<file path="src/rtl/alu_seq_ctrl_pkg.sv">
// rtl/alu_seq_ctrl_pkg.sv - shared opcode, state and op-class definitions
package alu_seq_ctrl_pkg;

  localparam int DATA_W = 8;
  localparam int OP_W   = 4;

  typedef enum logic [1:0] {
    IDLE  = 2'd0,
    SHIFT = 2'd1,
    RESP  = 2'd2
  } seq_state_t;

  typedef enum logic [OP_W-1:0] {
    OP_ADD = 4'h0,
    OP_SUB = 4'h1,
    OP_LDR = 4'h2,
    OP_AND = 4'h3,
    OP_XOR = 4'h4,
    OP_MLD = 4'h5,
    OP_LDI = 4'h6,
    OP_SHL = 4'h7,
    OP_SHR = 4'h8,
    OP_NOT = 4'h9,
    OP_STR = 4'hA,
    OP_MST = 4'hB,
    OP_CLR = 4'hC,
    OP_JMP = 4'hD,
    OP_BRN = 4'hE,
    OP_BRZ = 4'hF
  } op_mne_t;

  // Ops whose ALU result is written back to the accumulator and flags.
  function automatic logic is_wb(op_mne_t op);
    case (op)
      OP_ADD, OP_SUB, OP_LDR, OP_AND, OP_XOR,
      OP_MLD, OP_LDI, OP_SHL, OP_SHR, OP_NOT: is_wb = 1'b1;
      default:                                is_wb = 1'b0;
    endcase
  endfunction

  function automatic logic is_shift(op_mne_t op);
    is_shift = (op == OP_SHL) || (op == OP_SHR);
  endfunction

endpackage

</file>
<file path="src/rtl/alu_seq_ctrl_alu.sv">
// rtl/alu_seq_ctrl_alu.sv - combinational 8-bit alu
module alu_seq_ctrl_alu
  import alu_seq_ctrl_pkg::*;
#(
  parameter int SHAMT_W = 3
) (
  input  op_mne_t           op,
  input  logic [DATA_W-1:0] in_acc,
  input  logic [DATA_W-1:0] in_a,
  output logic [DATA_W-1:0] out_acc,
  output logic              carry,
  output logic              zero,
  output logic              neg
);

  logic [DATA_W:0] wide;

  always_comb begin
    wide    = '0;
    out_acc = in_acc;
    carry   = 1'b0;
    case (op)
      OP_ADD: begin
        wide    = {1'b0, in_acc} + {1'b0, in_a};
        out_acc = wide[DATA_W-1:0];
        carry   = wide[DATA_W];
      end
      OP_SUB: begin
        wide    = {1'b0, in_acc} - {1'b0, in_a};
        out_acc = wide[DATA_W-1:0];
        carry   = wide[DATA_W];
      end
      OP_LDR, OP_MLD, OP_LDI: out_acc = in_a;
      OP_AND:                 out_acc = in_acc & in_a;
      OP_XOR:                 out_acc = in_acc ^ in_a;
      OP_NOT:                 out_acc = ~in_acc;
      OP_SHL:                 out_acc = in_acc << in_a[SHAMT_W-1:0];
      OP_SHR:                 out_acc = in_acc >> in_a[SHAMT_W-1:0];
      OP_CLR:                 out_acc = '0;
      default:                out_acc = in_acc;
    endcase
    zero = (out_acc == '0);
    neg  = out_acc[DATA_W-1];
  end

endmodule

</file>
<file path="src/rtl/alu_seq_ctrl.sv">
// rtl/alu_seq_ctrl.sv - accumulator/flag sequencer around one alu
module alu_seq_ctrl
  import alu_seq_ctrl_pkg::*;
#(
  parameter int SHAMT_W    = 3,
  parameter bit STEP_SHIFT = 1'b1
) (
  input  logic              CLK,
  input  logic              reset_n,
  input  logic              cmd_valid,
  output logic              cmd_ready,
  input  logic [OP_W-1:0]   cmd_op,
  input  logic [DATA_W-1:0] cmd_opnd,
  output logic              res_valid,
  input  logic              res_ready,
  output logic [DATA_W-1:0] res_data,
  output logic              res_taken,
  output logic              z_flag,
  output logic              n_flag
);

  seq_state_t        state, state_nxt;
  op_mne_t           cur_op, alu_op, in_op;
  logic [SHAMT_W-1:0] cnt, cnt_nxt, shamt;
  logic [DATA_W-1:0] acc, alu_in_a, alu_acc;
  logic              z_q, n_q, taken_q, taken_nxt;
  logic              accept, exec;
  logic              alu_carry, alu_zero, alu_neg, alu_unused;

  assign in_op = op_mne_t'(cmd_op);
  assign shamt = cmd_opnd[SHAMT_W-1:0];

  always_comb begin
    state_nxt = state;
    cnt_nxt   = cnt;
    alu_op    = in_op;
    alu_in_a  = cmd_opnd;
    exec      = 1'b0;
    taken_nxt = 1'b0;
    cmd_ready = reset_n && ((state == IDLE) || ((state == RESP) && res_ready));
    accept    = cmd_valid && cmd_ready;
    case (in_op)
      OP_JMP:  taken_nxt = 1'b1;
      OP_BRN:  taken_nxt = n_q;
      OP_BRZ:  taken_nxt = z_q;
      default: taken_nxt = 1'b0;
    endcase
    case (state)
      IDLE, RESP: begin
        if (state == RESP && res_ready) state_nxt = IDLE;
        if (accept) begin
          exec      = 1'b1;
          state_nxt = RESP;
          // The accept cycle performs the first shift step itself.
          if (is_shift(in_op) && STEP_SHIFT) begin
            alu_in_a = (shamt == '0) ? 8'd0 : 8'd1;
            if (shamt > SHAMT_W'(1)) begin
              state_nxt = SHIFT;
              cnt_nxt   = shamt - SHAMT_W'(1);
            end
          end
        end
      end
      SHIFT: begin
        exec     = 1'b1;
        alu_op   = cur_op;
        alu_in_a = 8'd1;
        cnt_nxt  = cnt - SHAMT_W'(1);
        if (cnt == SHAMT_W'(1)) state_nxt = RESP;
      end
      default: state_nxt = IDLE;
    endcase
  end

  always_ff @(posedge CLK or negedge reset_n) begin
    if (!reset_n) begin
      state   <= IDLE;
      cnt     <= '0;
      cur_op  <= OP_ADD;
      acc     <= '0;
      z_q     <= 1'b1;
      n_q     <= 1'b0;
      taken_q <= 1'b0;
    end else begin
      state <= state_nxt;
      cnt   <= cnt_nxt;
      if (accept) begin
        cur_op  <= in_op;
        taken_q <= taken_nxt;
      end
      if (exec) begin
        if (is_wb(alu_op)) begin
          acc <= alu_acc;
          z_q <= (alu_acc == '0);
          n_q <= alu_acc[DATA_W-1];
        end else if (alu_op == OP_CLR) begin
          acc <= '0;
          z_q <= 1'b0;
          n_q <= 1'b0;
        end
      end
    end
  end

  alu_seq_ctrl_alu #(.SHAMT_W(SHAMT_W)) u_alu (
    .op      (alu_op),
    .in_acc  (acc),
    .in_a    (alu_in_a),
    .out_acc (alu_acc),
    .carry   (alu_carry),
    .zero    (alu_zero),
    .neg     (alu_neg)
  );

  assign alu_unused = ^{alu_carry, alu_zero, alu_neg};

  assign res_valid = (state == RESP);
  assign res_data  = acc;
  assign res_taken = taken_q;
  assign z_flag    = z_q;
  assign n_flag    = n_q;

endmodule
</file>
<file path="config.mk">
export PLATFORM = sky130hd
export DESIGN_NAME = alu_seq_ctrl
export DESIGN_NICKNAME = d
export VERILOG_FILES = /design/src/rtl/alu_seq_ctrl_pkg.sv /design/src/rtl/alu_seq_ctrl_alu.sv /design/src/rtl/alu_seq_ctrl.sv
export SDC_FILE = /design/constraint.sdc
export NUM_CORES = 1
export LEC_CHECK = 0
export ABC_CLOCK_PERIOD_IN_PS = 6120
export CORE_MARGIN = 3
export CORE_UTILIZATION = 40
export CTS_CLUSTER_DIAMETER = 80
export DETAILED_ROUTE_END_ITERATION = 10
export PLACE_DENSITY = 0.63
export SLEW_MARGIN = 20
export SYNTH_ARGS = -nofsm -noshare
export SYNTH_HDL_FRONTEND = slang
export SYNTH_HIERARCHICAL = 1
export SYNTH_SLANG_ARGS = --single-unit
export TNS_END_PERCENT = 50
</file>
<file path="constraint.sdc">
create_clock -name CLK -period 6.12 [get_ports CLK]
set_clock_uncertainty 0.1 [all_clocks]
set_input_delay 1.836 -clock CLK [delete_from_list [all_inputs] [get_ports CLK]]
set_output_delay 1.836 -clock CLK [all_outputs]
set_load 0.01 [all_outputs]
</file>
Yosys cells after proc, flatten, opt, wreduce, memory -nomap -nowiden
Memory sizes are Yosys's and may differ from the RTL's.
Index checks and enable logic that the tools add are counted.
Cells by class
  bitwise gates (word level): 3
  multipliers: 0
  eq/ne operators: 23
  add/subtract/negate cells: 4
  reductions and logical operators: 16
  shift operators: 2
  muxes and demuxes: 25
  div/mod/pow operators: 0
  magnitude comparators: 1
Operators by type and width (count)
  $pmux W8 S9: 1
  $mux W8: 4
  $eq A4 B4 Y1 const B: 7
  $eq A4 B3 Y1 const B: 5
  $pmux W8 S2: 1
  $mux W2: 5
  $mux W3: 3
  $add A8 B8 Y8: 1
  $and A8 B8 Y8: 1
  $eq A4 B2 Y1 const B: 2
  $logic_not A8 Y1: 1
  $ne A2 B2 Y1 const B: 4
  $not A8 Y8: 1
  $shl A8 B3 Y8: 1
  $shr A8 B3 Y8: 1
  $sub A8 B8 Y8: 1
  $xor A8 B8 Y8: 1
  $mux W1: 6
  $pmux W3 S2: 1
  $sub A3 B1 Y3 const B: 2
  $eq A4 B1 Y1 const B: 1
  $logic_not A4 Y1: 1
  $mux W4: 1
  $pmux W2 S2: 1
  other kinds (16): 21
Word-level totals
  memories kept: 1
  ROM bits: 16
  latch bits: 0
  output and inout port bits: 13
  input port bits: 16
  bits in registers: 20
  logic and storage cells: 82
  memory bits (writable): 0
Memory list
  (no name shown): words 16, bits a word 1, read ports 1, clocked after memory_dff 0, wr ports 0, RTL line alu_seq_ctrl_pkg.sv:34  | case (op)

Logic depth before layout (Yosys ltp)
  word-level depth: 11
  depth in mapped cells: 20
  gate-level depth less buffers: 16

Cells and area by module
The synthesis kept the hierarchy.
By module, submodules not included
  alu_seq_ctrl_alu: sequential area each 0.0 sq um, area each 1878.1 sq um, cells each 258, times used 1
  alu_seq_ctrl: sequential area each 476.7 sq um, area each 1331.3 sq um, cells each 153, times used 1

Least setup slack after synthesis
Ideal clock, no wire load.
  kind: input port to flip-flop
  start point: input port cmd_op[1]
  end point: register z_q, in the netlist z_flag
  path buffers: 3
  stages: 19
  data arrival time: 5.342 ns
  slack: 0.618 ns
  required time: 5.960 ns
  setup time: 0.060 ns
  path through: buf_6 > or4b_4 > nand2_1 > a21oi_1 > and2_1 > buf_2 > buf_2 > inv_1 > ha_1 > nor2b_1 > o2111ai_1 > nand3b_1 > a2bb2oi_1 > mux2i_1 > o32a_1 > nor4_1 > nand2_1 > a211oi_1 > a211o_1
On the way
  longest elaborated chain between the ends: 9
  elaborated cells between the ends (all ways): 32
  classes of those cells: 2 x add/sub; 12 x eq/ne; 2 x shift; 7 x mux; 2 x bitwise; 6 x reduce/logical; 1 x memory
RTL lines
  start, declared: RTL line alu_seq_ctrl.sv:12  | input logic [OP_W-1:0] cmd_op,
  $eq A4 B3 Y1 / $eq A4 B4 Y1 (equally long branches): RTL line alu_seq_ctrl_pkg.sv:42  | is_shift = (op == OP_SHL) || (op == OP_SHR);
  $logic_or A1 B1 Y1 *: RTL line alu_seq_ctrl_pkg.sv:42
  $mux W8 *: RTL line alu_seq_ctrl.sv:55  | if (is_shift(in_op) && STEP_SHIFT) begin
  $mux W8 *: RTL line alu_seq_ctrl.sv:51  | if (accept) begin
  $pmux W8 S2 *: RTL line alu_seq_ctrl.sv:48  | case (state)
  named net alu_in_a[1]: RTL line alu_seq_ctrl.sv:25  | logic [DATA_W-1:0] acc, alu_in_a, alu_acc;
  $sub A8 B8 Y8 (tied with other cells): RTL line alu_seq_ctrl_alu.sv:29  | wide = {1'b0, in_acc} - {1'b0, in_a};
  $pmux W8 S9 *: RTL line alu_seq_ctrl_alu.sv:22  | case (op)
  named net alu_acc[5]: RTL line alu_seq_ctrl.sv:25
  $logic_not A8 Y1 *
  $mux W1 *: RTL line alu_seq_ctrl.sv:92  | if (is_wb(alu_op)) begin
  end signal, assigned: RTL line alu_seq_ctrl.sv:94  | z_q <= (alu_acc == '0);
  end, declared: RTL line alu_seq_ctrl.sv:26  | logic z_q, n_q, taken_q, taken_nxt;
Mark *: on every way through the listed nets, which the timed path passes. The rest lies on a longest branch. The select of a mux whose other input is x is not followed.
A chain may end at the register's enable or synchronous reset.

Worst setup path after layout
  start point: input port cmd_op[3]
  end point: register z_q, in the netlist z_flag
The elaborated chain is that of the path after synthesis.

==> out/results.tsv <==
stage	metric	value	unit
run_status	status	complete, no violations	
sta	rsz0062_at_grt	false	
pwr	powerDensity	344	nW/um2
detailed_routing	drt_first_iter_violations	317	
finish	nets	466	
cts	clock_path_buffers	2	
finish	drive_gt1_frac	0.0965	
setup_path	cpLargestDelayFamily	simple AND/OR/NAND/NOR gates	
logic_synthesis	post_synth.cell_area_avg	7.86	um2
detailed_routing	vias	3281	
setup_path	crit_arrival	5.79	ns
detailed_routing	via_per_inst	6.26	
finish	nFillCells	758	
setup_path	cp_slowest_cell	clkdlybuf4s50_1	
global_route	grt_usage	0.213	
sta	hold_viol	0	
sta	timing.final.crit_period	5.70	ns
cts	insertion_delay	0.26	ns
global_route	grt_first_pass_wirelength	15400	um
logic_synthesis	syn_area	3150	um2
global_route	grt_max_degree	23	
global_route	overflow	0	
setup_path	crit_chain	clkdlybuf4s50_1 > or4b_4 > nand2_1 > nand2_1 > a21oi_2 > ha_1 > inv_1 > fa_1 > or3_1 > a311o_1 > a211oi_1 > nor2b_1 > a31oi_1 > nor4_1 > nand2_1 > a211oi_1 > a211o_1	
cts	clk_pin_slew_worst_paths	0.07	ns
placement	hpwl	7080	um
detailed_routing	wl_per_cell	18.0	um
sta	setup_violations	0	
finish	final_common_cell	nand2_1	
finish	final_cell_area	3570	um2
sta	setup_tns	0	ns
finish	diodes	0	
detailed_routing	drcViolationCount	0	
logic_synthesis	yosysWarningCount	6	
hold_path	hp-class	reg -> reg	
placement	port_buffers	28	
setup_path	crit_buf_inv	2	
sta	finalCritPeriodShare	0.932	
cts	post_cts_resized	0	
floorplanning	io_pins	29	
detailed_routing	wirelength	9440	um
logic_synthesis	syn_nets	441	
finish	post-route-util	0.480	
setup_path	startpoint_type	input pin	
floorplanning	num_rows	31	
finish	area_growth	13.3	%
setup_path	crit_required	6.21	ns
logic_synthesis	synth_cells	401	
placement	dp_slack	0.165	ns
placement	placed_cell_area	3530	um2
sta	fmax	0.175	GHz
sta	slew_headroom	0.408	
detailed_routing	firstDrtPassIters	5	
cts	clockRootBuffer	clkbuf_8	
cts	clkSinkCount	19	
cts	cts_tree	built	
setup_path	crit_top_cell	nand2_1	
global_route	first_global_vias	3036	
placement	routabilityCongestion	0.914	
cts	cts_setup_buffers	0	
sta	drv_slew	0	
floorplanning	die_h	94.8	um
detailed_routing	ant_nets	0	
finish	final_cell_mix	45 x nand2_1, 34 x inv_1, 28 x clkdlybuf4s50_1	
sta	setup_slack	0.418	ns
floorplanning	start_util	0.423	
global_route	antenna_found_initial	0	
cts	h-tree-depth	1	
pwr	p_leak	1.51	nW
pwr	peakVddDrop	0.146	mV
cts	cts_buffers	3	
finish	multi_input_area	2390	um2
setup_path	crit_type	in -> reg	
floorplanning	core_area	7450	um2
finish	ff_latch_area	477	um2
sta	tightestPinTransition	0.863	ns
setup_path	critPathCaptureType	register	
flow_run	max-cap-violations	0	
floorplanning	dieArea	8980	um2
floorplanning	die_x	94.8	um
finish	instances_no_fill	524	
placement	dp_cells	520	
setup_path	cp_max_fo	5	
setup_path	max_stage_delay	0.52	ns
cts	holdBufCountCts	0	
worst paths after layout:
kind / slack (ns) / end / from / cells after the start
min: 0.39 / cur_op[3] / cur_op[3] / 2
max: 0.42 / z_flag / cmd_op[3] / 17
min reg2reg: 0.39 / cur_op[3] / cur_op[3] / 2
max reg2reg: 2.21 / z_flag / state[1] / 16
min in group asynchronous: 1.95 / res_data[7] / reset_n / 2
max in group asynchronous: 3.70 / z_flag / reset_n / 2
state kept, by name, indices dropped and copies added (netlist names):
| name | count |
|---|---|
| z_flag | 1 |
| cur_op | 4 |
| state | 2 |
| res_taken | 1 |
| res_data | 8 |
| cnt | 3 |
final cells by class:
class	count	area share
Clock buffer	4	0.0126
Inverter	35	0.0368
Sequential cell	19	0.133
Timing Repair Buffer	45	0.114
Tap cell	99	0.0347
Multi-Input combinational cell	322	0.668
routing by layer:
layer,global-route usage,up-vias,part of all wire
met3,0.0406,24,0.091
li1,-,1538,-
met4,0.0481,0,0.017
met1,0.302,1543,0.44
met2,0.334,176,0.45
met5,0,-,0
power by group:
part           internal, mW  leakage [nW]  switching [mW]
clock network        0.0463        0.0228          0.0416
registers             0.175         0.228           0.139
logic                 0.394          1.26           0.431
metrics by stage:
stage | power [mW] | hold WS, ns
6_report | 1.23 | 0.393
5_1_grt | 1.32 | 0.424
4_1_cts | 1.21 | 0.396
3_5_place_dp | 1.12 | 0.380
3_3_place_gp | 1.11 | 0.355
2_1_floorplan | 0.868 | 0.340
tightest hold or removal path, delay by kind of cell (launching register included):
kind / cells / cell delay, ns
simple gates: 2 / 0.11
flops: 1 / 0.36
(Power assumes the default switching activity.)
